### config.mk
export PLATFORM = sky130hd
export DESIGN_NAME = float2int_pipe
export DESIGN_NICKNAME = d
export VERILOG_FILES = /design/src/rtl/fp_pkg.sv /design/src/rtl/float2int_core.sv /design/src/rtl/float2int_pipe.sv
export SDC_FILE = /design/constraint.sdc
export NUM_CORES = 1
export LEC_CHECK = 0
export BUFFER_PORTS_ARGS = -buffer_cell sky130_fd_sc_hd__buf_4
export CELL_PAD_IN_SITES_DETAIL_PLACEMENT = 1
export CELL_PAD_IN_SITES_GLOBAL_PLACEMENT = 2
export CORE_ASPECT_RATIO = 0.8
export CORE_UTILIZATION = 40
export CTS_CLUSTER_DIAMETER = 30
export DETAILED_ROUTE_END_ITERATION = 12
export PLACE_DENSITY_LB_ADDON = 0.15
export SYNTH_ARGS = -nofsm -noshare
export SYNTH_HDL_FRONTEND = slang
export SYNTH_SLANG_ARGS = --single-unit
### constraint.sdc
create_clock -name clk -period 6.1 [get_ports clk]
set_clock_uncertainty 0.2 [all_clocks]
set_input_delay 1.83 -clock clk [delete_from_list [all_inputs] [get_ports clk]]
set_output_delay 1.83 -clock clk [all_outputs]
set_load 0.01 [all_outputs]
### src/rtl/fp_pkg.sv
// Shared single-precision field constants, class encoding and integer limits.
package fp_pkg;

  localparam int MAN   = 23;
  localparam int EXP   = 8;
  localparam int BIAS  = (1 << (EXP - 1)) - 1;
  localparam int OUT_W = 23;

  localparam logic [OUT_W-1:0] OUT_MAX = {1'b0, {(OUT_W-1){1'b1}}};
  localparam logic [OUT_W-1:0] OUT_MIN = {1'b1, {(OUT_W-1){1'b0}}};

  typedef enum logic [1:0] {
    ZERO = 2'd0,
    NORM = 2'd1,
    INF  = 2'd2,
    NAN  = 2'd3
  } fcls_e;

endpackage

### src/rtl/float2int_core.sv
// Stateless datapath: S2 shift of the significand and S3 sign/saturate.
// The pipe registers sit in the top; both halves share this module.
module float2int_core import fp_pkg::*; #(
  parameter int MAN   = fp_pkg::MAN,
  parameter int EXP   = fp_pkg::EXP,
  parameter int OUT_W = fp_pkg::OUT_W
) (
  // shift half (fed from S1 registers)
  input  logic                  sig_sign,
  input  logic [MAN:0]          sig,
  input  logic signed [EXP:0]   e,
  input  fcls_e                 cls,
  output logic [OUT_W:0]        mag,
  output logic                  ovf,
  output logic                  nan,
  // finish half (fed from S2 registers)
  input  logic                  fin_sign,
  input  logic [OUT_W:0]        fin_mag,
  input  logic                  fin_ovf,
  input  logic                  fin_nan,
  output logic [OUT_W-1:0]      res,
  output logic                  sat,
  output logic                  res_nan
);

  // Wide enough for the unshifted significand and for the largest in-range left shift.
  localparam int WW = ((MAN > OUT_W) ? MAN : OUT_W) + 1;

  localparam logic [OUT_W:0]   POS_LIM = {2'b00, {(OUT_W-1){1'b1}}};
  localparam logic [OUT_W:0]   NEG_LIM = {2'b01, {(OUT_W-1){1'b0}}};
  localparam logic [OUT_W-1:0] MAX_V   = {1'b0, {(OUT_W-1){1'b1}}};
  localparam logic [OUT_W-1:0] MIN_V   = {1'b1, {(OUT_W-1){1'b0}}};

  logic [WW-1:0] wide;
  int            ei;

  // Shift: overflow is decided from e first so the shifter only sees 0 <= e <= OUT_W.
  // Right shifts drop fraction bits, which truncates toward zero. Sign rides alongside.
  always_comb begin
    wide = '0;
    mag  = '0;
    ovf  = 1'b0;
    nan  = 1'b0;
    ei   = int'(e);
    case (cls)
      NAN: nan = 1'b1;
      INF: ovf = 1'b1;
      NORM: begin
        if (ei > OUT_W) begin
          ovf = 1'b1;
        end else if (ei >= 0) begin
          wide = WW'(sig);
          if (ei >= MAN) wide = wide << (ei - MAN);
          else           wide = wide >> (MAN - ei);
          mag = wide[OUT_W:0];
        end
      end
      default: ;
    endcase
  end

  // Finish: negate, clamp to the signed range; -2^(OUT_W-1) itself is exact.
  always_comb begin
    res     = '0;
    sat     = 1'b0;
    res_nan = fin_nan;
    if (fin_nan) begin
      res = '0;
    end else if (fin_ovf) begin
      sat = 1'b1;
      res = fin_sign ? MIN_V : MAX_V;
    end else if (fin_sign) begin
      if (fin_mag > NEG_LIM) begin
        sat = 1'b1;
        res = MIN_V;
      end else begin
        res = -fin_mag[OUT_W-1:0];
      end
    end else if (fin_mag > POS_LIM) begin
      sat = 1'b1;
      res = MAX_V;
    end else begin
      res = fin_mag[OUT_W-1:0];
    end
  end

  logic unused_sign;
  assign unused_sign = sig_sign;

endmodule

### src/rtl/float2int_pipe.sv
// Three-stage float -> signed int converter with valid/ready and a global stall.
module float2int_pipe import fp_pkg::*; #(
  parameter int MAN   = fp_pkg::MAN,
  parameter int EXP   = fp_pkg::EXP,
  parameter int OUT_W = fp_pkg::OUT_W
) (
  input  logic                 clk,
  input  logic                 rst,
  input  logic                 in_valid,
  output logic                 in_ready,
  input  logic [MAN+EXP:0]     in_float,
  output logic                 out_valid,
  input  logic                 out_ready,
  output logic [OUT_W-1:0]     out_int,
  output logic                 out_sat,
  output logic                 out_nan
);

  localparam int STAGES = 3;
  localparam int BIAS_L = (1 << (EXP - 1)) - 1;
  localparam logic signed [EXP:0] BIAS_E = (EXP+1)'(BIAS_L);

  logic [STAGES:1] vld_pipe;
  logic            en;

  // S1 / S2 registers
  logic                s1_sign;
  logic signed [EXP:0] s1_e;
  logic [MAN:0]        s1_sig;
  fcls_e               s1_cls;
  logic                s2_sign;
  logic [OUT_W:0]      s2_mag;
  logic                s2_ovf;
  logic                s2_nan;

  // decode and core outputs
  logic                f_sign;
  logic [EXP-1:0]      f_exp;
  logic [MAN-1:0]      f_frac;
  logic signed [EXP:0] d_e;
  fcls_e               d_cls;
  logic [OUT_W:0]      c_mag;
  logic                c_ovf, c_nan;
  logic [OUT_W-1:0]    c_res;
  logic                c_sat, c_res_nan;

  // A full output stage only blocks when the sink is not taking it.
  assign en        = !vld_pipe[STAGES] || out_ready;
  assign in_ready  = en;
  assign out_valid = vld_pipe[STAGES];

  assign f_sign = in_float[MAN+EXP];
  assign f_exp  = in_float[MAN+EXP-1:MAN];
  assign f_frac = in_float[MAN-1:0];
  assign d_e    = $signed({1'b0, f_exp}) - BIAS_E;

  // Classify the incoming word; denormals fold into ZERO.
  always_comb begin
    d_cls = NORM;
    if (f_exp == '0)       d_cls = ZERO;
    else if (&f_exp)       d_cls = (f_frac == '0) ? INF : NAN;
  end

  // Valid chain: shifts only when the whole pipe advances.
  always_ff @(posedge clk or posedge rst) begin
    if (rst)     vld_pipe <= '0;
    else if (en) vld_pipe <= {vld_pipe[STAGES-1:1], in_valid};
  end

  // S1 decode registers.
  always_ff @(posedge clk or posedge rst) begin
    if (rst) begin
      s1_sign <= 1'b0;
      s1_e    <= '0;
      s1_sig  <= '0;
      s1_cls  <= ZERO;
    end else if (en) begin
      s1_sign <= f_sign;
      s1_e    <= d_e;
      s1_sig  <= {1'b1, f_frac};
      s1_cls  <= d_cls;
    end
  end

  float2int_core #(.MAN(MAN), .EXP(EXP), .OUT_W(OUT_W)) u_core (
    .sig_sign (s1_sign),
    .sig      (s1_sig),
    .e        (s1_e),
    .cls      (s1_cls),
    .mag      (c_mag),
    .ovf      (c_ovf),
    .nan      (c_nan),
    .fin_sign (s2_sign),
    .fin_mag  (s2_mag),
    .fin_ovf  (s2_ovf),
    .fin_nan  (s2_nan),
    .res      (c_res),
    .sat      (c_sat),
    .res_nan  (c_res_nan)
  );

  // S2 shift registers.
  always_ff @(posedge clk or posedge rst) begin
    if (rst) begin
      s2_sign <= 1'b0;
      s2_mag  <= '0;
      s2_ovf  <= 1'b0;
      s2_nan  <= 1'b0;
    end else if (en) begin
      s2_sign <= s1_sign;
      s2_mag  <= c_mag;
      s2_ovf  <= c_ovf;
      s2_nan  <= c_nan;
    end
  end

  // S3 output registers; held while the sink stalls.
  always_ff @(posedge clk or posedge rst) begin
    if (rst) begin
      out_int <= '0;
      out_sat <= 1'b0;
      out_nan <= 1'b0;
    end else if (en) begin
      out_int <= c_res;
      out_sat <= c_sat;
      out_nan <= c_res_nan;
    end
  end

endmodule

==> results.md, run 1 <==
- Status: finished clean
- Yosys top cell by area: dfrtp_1
- Seq/Total Area, Yosys: 31.0%
- Final setup violation count: 0
- # diodes: 0
- Type of origin of the critical path: flip-flop
- Worst-skew pair later-pin latency: 0.35 ns
- Drt pass-1 iters: 5
- Site Rows: 43
- Synthesis-to-finish area growth: 13.0%
- Hpwl dp: 20700 um
- Die ar.: 0.0189 sq mm
- Highest ir drop seen on vdd: 0.198 mV
- # DRC: 0
- Tmin final: 4.44 ns
- Wire length on met3: 1940 um
- TNS Setup: 0 ns
- Cell Area, Synth: 0.00735 sq mm
- Crit path cell chain: inv_2 > ha_1 > buf_4 > mux2i_1 > mux2i_1 > a21oi_1 > nand2_1 > a31o_2 > a22o_1
- Top Metal Used: met4
- Critical path class: flip-flop to flip-flop
- # fillers: 2119
- CTS tree: yes
- Initial core utilization: 41.7%
- Clock Sink Count: 91
- Most frequent cells in the layout: 162 x nand2_1, 90 x dfrtp_1, 78 x buf_4
- Metal-1 WL: 13700 um
- # hold bufs at CTS: 0
- Vias in the first global route: 7179
- WL met2: 11600 um
- Via density: 6.38
- Critical Path AT: 4.48 ns
- Nets: 958
- Tcrit/Tclk final: 72.8%
- Wire length per cell: 24.1 um
- CTS-repair resized insts: 0
- Most common cell after layout, fill and taps aside: nand2_1
- Routed vias: 7277
- Crit Path Max Fanout: 31
- Routed Antenna Nets: 0
- Routability cong.: 0.909
- Critical Path RT: 6.14 ns
- Synthesized area per cell: 8.30 sq um
- Deepest level of the CTS H-tree: 3
- Async set-reset flop share out of synthesis: 100%
- Share of cells above drive strength 1: 17.9%
- CTS root buffer: clkbuf_16
- WP buf/inv: 2
- Final Core Density: 47.1%
- Largest net degree at the start of global routing: 67
- Grt total ovfl: 0
- Synth warnings: 0
- Post-synth EDFFs: 0
- Core area: 0.0176 sq mm
- First-pass GRT wire length: 43200 um
- Crit path largest cell delay: 1.04 ns
- Die H: 123 um
- Final Hold Viols: 0
- GRT Overall Usage: 30.0%
- Clock-pin transition on the worst setup and hold timing paths: 0.07 ns
- #FFs+latches synth: 91
- CP delay by family, top: flip-flops
- Worst Tran Pin Value: 1.08 ns
- Share of Yosys cell area claimed by the top area cell type: 31.0%
- Leakage: 3.62 nW
- Yosys cell types: 68
- Post-Route WL: 27500 um
- CTS buffer count: 9
- Pwr dens: 468 mW/mm^2
- Final Max Tran Viols: 0
- CP max-delay cell: dfrtp_1
- IO Port Bufs: 62
- Register area: 0.00228 sq mm
- Synth area leaders: dfrtp_1 31%, nand2_1 8.3%, mux2i_1 7.1%, mux4_2 6.1%, mux2_2 5.1%
- Die W: 154 um
- Postcts setup bufs: 0
- Worst hold path type: flip-flop to flip-flop
- Slew HR: 27.9%
- Synthesized net count: 933
- Area taken by multi-input logic gates: 0.00474 sq mm
- Post-Synthesis Cells: 886
- RSZ-0062 raised after global routing: false
- CTS Buffer Depth: 2
- Top Ports: 63
- Drt initial violations: 633
- Most used cell along the critical path: mux2i_1
- Fmax achieved: 225 MHz
- Primary FF master, synth: dfrtp_1
- Initial antenna violation count: 0
- Max-Cap Viols: 0
- Worst Setup End Kind: flip-flop
==> final cells by class <==
type	instances	share of cell area [%]
multi-input cells	706	57.1
flip-flops and latches	91	27.4
repair buffers	78	7.05
well taps	225	3.39
clock buffers	9	2.71
clock inverters	6	1.16
inverters	25	1.14
==> per-stage QoR <==
stage               setup WS [ns]  power (mW)  instance area (sq um)  hold WS, ns  cells
global route                 1.29        4.13                   8310        0.302   1140
CTS                          1.69        3.86                   8310        0.279   1140
finish                       1.66        3.89                   8310        0.276   1140
floorplan                    1.71        2.47                   7350        0.230    886
global placement             1.83        3.15                   7990        0.251   1125
detailed placement           1.73        3.22                   7990        0.262   1125
==> sequential cells by signal, summed over array words and instances, names as in the netlist <==
| name | count |
|---|---|
| out_int | 23 |
| s2_mag | 24 |
| s1_sign | 1 |
| s2_nan | 1 |
| s1_e | 9 |
| s2_sign | 1 |
| vld_pipe | 3 |
| s1_cls | 2 |
| out_nan | 1 |
| s1_sig | 24 |
| out_sat | 1 |
| s2_ovf | 1 |
==> cell usage after synthesis (5+ instances only) <==
library cell	count
nand2_1	162
nand3_1	17
nor2_1	52
o21ai_0	64
a211oi_1	14
a21oi_1	66
ha_1	11
a32oi_1	5
mux4_2	20
a22oi_1	5
nand2b_1	9
inv_1	21
clkbuf_1	46
a21o_1	6
a22o_1	5
o211ai_1	12
a31oi_1	11
a221oi_1	7
o31ai_1	11
nand4_1	7
dfrtp_1	91
buf_2	8
mux2i_1	52
mux2_2	33
xnor2_1	7
nor3_1	22
buf_1	10
o22ai_1	6
nor4_1	13
xor2_1	7
or2_2	5
==> logic make-up (layout without fill, tap and decap cells) <==
group	count (synthesis)	in the layout	share of synthesized area (%)
AOI/OAI and AO/OA	258	258	22.8
xor gates and xnor gates	14	14	1.67
adders and majority gates	11	11	1.87
buffers and inverters	89	118	4.68
DFF	91	91	31.0
muxes	105	105	18.3
and+or+nand+nor	318	318	19.7
==> path summary, 6_finish.rpt <==
check | cells past startpoint | start | end | slack, ns
setup / recovery | 9 | s1_e[1]$_DFFE_PP0P_ | s2_mag[13]$_DFFE_PP0P_ | 1.66
hold / removal | 1 | vld_pipe[2]$_DFFE_PP0P_ | vld_pipe[3]$_DFFE_PP0P_ | 0.28
setup reg to reg | 9 | s1_e[1]$_DFFE_PP0P_ | s2_mag[13]$_DFFE_PP0P_ | 1.66
hold reg to reg | 1 | vld_pipe[2]$_DFFE_PP0P_ | vld_pipe[3]$_DFFE_PP0P_ | 0.28
max in group asynchronous | 3 | rst | s2_mag[19]$_DFFE_PP0P_ | 3.06
min in group asynchronous | 2 | rst | s1_sig[3]$_DFFE_PP0P_ | 1.50
==> metal layers <==
| metal | vias to the layer above | global-route usage [%] |
|---|---|---|
| li1 | 3330 | - |
| met3 | 21 | 5.71 |
| met4 | 0 | 5.50 |
| met1 | 3680 | 45.3 |
| met2 | 246 | 44.3 |
| met5 | - | 0 |
==> power breakdown <==
part           leakage, nW  internal, mW  switching (mW)  total (mW)
sequential            1.14         0.758           0.218       0.976
combinational         2.32         0.922            1.36        2.28
clock                0.154         0.363           0.269       0.632
Note: power is estimated with default switching activity, not from simulation.
==> run 2, diff against run 1 <==
Settings changed: ABC_AREA from default to 1, CORE_UTILIZATION 40 to 33.
Clock period 6.1 ns to 4.1 ns, I/O delays scaled along.
==> run 2 against run 1 <==
  * Final cell count grew 37%
  * Sequential power up 35%
  * Maximum frequency is 32% higher
  * First-iteration DRC count increased by 14%
  * Largest cell class unchanged
  * Highest routed layer unchanged
==> results.md, run 2 <==
- #FFs+latches synth: 91 (unchanged)
- Yosys cell types: 46 (-32%)
- Synth area leaders: dfrtp_1 30%, nand2_1 21%, nand3_1 13%, o21ai_0 7.0%, inv_1 4.7%
- Worst hold stages: 2 (+1)
- Primary FF master, synth: dfrtp_1
- Most frequent cells in the layout: 414 x nand2_1, 202 x nand3_1, 106 x o21ai_0
- Deepest level of the CTS H-tree: 3 (unchanged)
- Core area: 0.0225 sq mm (+28%)
- CTS buffer count: 9 (unchanged)
- Fmax achieved: 297 MHz (+32%)
- # diodes: 0 (unchanged)
- CP max-delay cell: dfrtp_1
- Mux contribution to synthesized area: 0% (-18 points)
- IO Port Bufs: 62 (unchanged)
- Seq/Total Area, Yosys: 30.1% (-0.86 points)
- Initial core utilization: 33.6% (-8.1 points)
- Largest family of logic cells by synthesized area: simple AND/OR/NAND/NOR gates
- Most used cell along the critical path: nand2_1
- Yosys top cell by area: dfrtp_1
- Post-Synth Adder-Cell Area: 1.82% (-0.052 points)
- Vias in the first global route: 8056 (+12%)
- Crit Path Max Fanout: 25 (-19%)
- # DRC: 0 (unchanged)
- Register area: 0.00228 sq mm (about the same)
- Tmin final: 3.37 ns (-1.07 ns)
- Worst-skew pair later-pin latency: 0.36 ns (about the same)
- Final Hold Viols: 0 (unchanged)
- Critical Path AT: 3.47 ns (-1.01 ns)
- # fillers: 3025 (+43%)
- Max-Cap Viols: 0 (unchanged)
- Async set-reset flop share out of synthesis: 100% (unchanged)
- Crit path largest cell delay: 0.41 ns (-0.63 ns)
- Synthesized area per cell: 6.22 sq um (-25%)
- Status: finished clean
- Routed vias: 8436 (+16%)
- Via density: 5.42 (-15%)
- RR Endpoint: s2_mag[16]$_DFFE_PP0P_
- Initial antenna violation count: 0 (unchanged)
- Top-count cell post-synth: nand2_1
- Worst Tran Pin Value: 0.807 ns (-0.274 ns)
- Die W: 171 um (+12%)
- Leakage: 4.32 nW (+19%)
- Post-synth EDFFs: 0 (unchanged)
- Routability cong.: 0.877 (-3.4%)
- TNS Setup: 0 ns (unchanged)
- Reg-to-Reg Start: s1_e[3]$_DFFE_PP0P_
- Cell Area, Synth: 0.00756 sq mm (+2.8%)
- Synthesized net count: 1263 (+35%)
- Share of cells above drive strength 1: 11.4% (-6.5 points)
- FF-to-FF setup slack: 0.73 ns (-0.93 ns)
- Worst hold path type: flip-flop to flip-flop
- Post-synthesis xor/xnor area fraction: 0.811% (-0.86 points)
- Tcrit/Tclk final: 82.2% (+9.4 points)
- Biggest regs: s1_sig (24), s2_mag (24), out_int (23)
- GRT Overall Usage: 26.3% (-3.6 points)
- Largest net degree at the start of global routing: 71 (+6.0%)
- Reg2reg path depth: 17 (+8)
- RSZ-0062 raised after global routing: false
- Synthesis-to-finish area growth: 13.8%
- CTS Buffer Depth: 2 (unchanged)
- Critical Path RT: 4.20 ns (-1.94 ns)
- Share of Yosys cell area claimed by the top area cell type: 30.1% (-0.86 points)
- Commonest cells in the netlist: 414 x nand2_1, 202 x nand3_1, 106 x o21ai_0
- Grt total ovfl: 0 (unchanged)
- Clock Sink Count: 91 (unchanged)
- CTS root buffer: clkbuf_16
- Slew HR: 45.7% (+18 points)
- Site Rows: 49 (+14%)
- Pwr dens: 676 mW/mm^2 (+44%)
- # hold bufs at CTS: 0 (unchanged)
- Highest ir drop seen on vdd: 0.329 mV (+66%)
- Nets: 1293 (+35%)
- Clock-pin transition on the worst setup and hold timing paths: 0.08 ns (about the same)
- Post-Route WL: 29700 um (+8.0%)
- Wire length per cell: 19.1 um (-21%)
- Min-delay src: vld_pipe[2]$_DFFE_PP0P_
- Synth warnings: 0 (unchanged)
- Final Max Tran Viols: 0 (unchanged)
- Die H: 137 um (+11%)
- Worst hold endpoint: vld_pipe[3]$_DFFE_PP0P_
- Hpwl dp: 22900 um (+11%)
- Die ar.: 0.0235 sq mm (+24%)
- Top Ports: 63 (unchanged)
- Post-Synthesis Cells: 1216 (+37%)
- Crit path cell chain: buf_4 > ha_1 > inv_1 > nand2_1 > nand2_1 > nand2_1 > nor2_4 > nand2_2 > inv_2 > nand2_1 > nand2_1 > nand2_1 > nand3_1 > nand4_1 > a21oi_1 > nand2_1 > nand2_1
- Synth Area in Compound Gates: 13.0% (-9.8 points)
- Critical path class: flip-flop to flip-flop
- CTS-repair resized insts: 0 (unchanged)
- Drt initial violations: 723 (+14%)
- Type of origin of the critical path: flip-flop
- Drt pass-1 iters: 5 (unchanged)
- Routed Antenna Nets: 0 (unchanged)
- Synth Area in Simple Gates: 44.9% (+25 points)
- Final setup violation count: 0 (unchanged)
- CTS tree: yes
- Worst Setup End Kind: flip-flop
- Most common cell after layout, fill and taps aside: nand2_1
- Postcts setup bufs: 0 (unchanged)
- Area taken by multi-input logic gates: 0.00458 sq mm (-3.5%)
- First-pass GRT wire length: 46800 um (+8.4%)
- Total power: 5.81 mW (+50%)
## run 2: changes by cell type in the layout (fill, tap and decap cells not counted), sizes merged, moves of 33 or more
cell   before  now
inv        25  102
mux2       33    0
mux2i      52    0
nand2     162  424
nand3      17  208
o21ai      64  117
## run 2: routing by layer
| metal | global-route usage (%) | part of all wire, % |
|---|---|---|
| met5 | 0 | 0 |
| met1 | 40.2 | 53 |
| met4 | 5.70 | 1.4 |
| met3 | 5.26 | 5.7 |
| met2 | 37.5 | 40 |
## run 2: worst max-delay path by stage
stage | start | end | slack, ns | cells past startpoint
floorplan | rst | out_int[0]$_DFFE_PP0P_ | 0.31 | 1
global placement | in_float[23] | s1_cls[0]$_DFFE_PP0P_ | 0.82 | 15
detailed placement | in_float[23] | s1_cls[0]$_DFFE_PP0P_ | 0.79 | 15
CTS | s1_e[3]$_DFFE_PP0P_ | s2_mag[16]$_DFFE_PP0P_ | 0.79 | 17
global route | s1_e[3]$_DFFE_PP0P_ | s2_mag[16]$_DFFE_PP0P_ | 0.52 | 16
finish | s1_e[3]$_DFFE_PP0P_ | s2_mag[16]$_DFFE_PP0P_ | 0.73 | 17
## run 2: kinds of logic after synthesis
| kind of cell | Yosys count |
|---|---|
| XOR/XNOR | 7 |
| AND/OR/NAND/NOR | 760 |
| adder cells (fa/ha/maj) | 11 |
| flip-flops | 91 |
| buffers and inverters | 169 |
| AO/OA/AOI/OAI | 178 |
## run 2: power breakdown
group | total (mW) | leakage, nW | internal, mW | switching [mW]
clock | 0.976 | 0.159 | 0.545 | 0.430
combinational | 3.52 | 3.01 | 1.08 | 2.44
sequential | 1.32 | 1.15 | 1.13 | 0.190
total | 5.81 | 4.32 | 2.75 | 3.06
## run 2: layout make-up
class	count	share of cell area, %
inverter	104	4.57
clock buffer	10	2.66
tap	306	4.45
multi-input combinational	956	53.2
clock inverter	6	1.13
sequential	91	26.5
timing repair buffer	84	7.48
## run 2: worst max-delay path: cells and delay by family, from the launching register on
kind / cells / cell delay, ns
DFF: 1 / 0.41
and+or+nand+nor: 12 / 1.45
adders and majority gates: 1 / 0.27
buffers and inverters: 3 / 0.63
AOI/OAI and AO/OA: 1 / 0.34
## run 2: stage by stage
step | instances | hold slack, ns | cell area (sq um) | utilization [%] | worst slack (ns)
4_1_cts | 1557 | 0.258 | 8600 | 38.2 | 0.791
3_3_place_gp | 1541 | 0.240 | 8280 | 36.8 | 0.823
3_5_place_dp | 1541 | 0.253 | 8280 | 36.8 | 0.786
6_report | 1557 | 0.247 | 8600 | 38.2 | 0.730
2_1_floorplan | 1216 | 0.220 | 7560 | - | 0.306
5_1_grt | 1557 | 0.292 | 8600 | 38.2 | 0.516
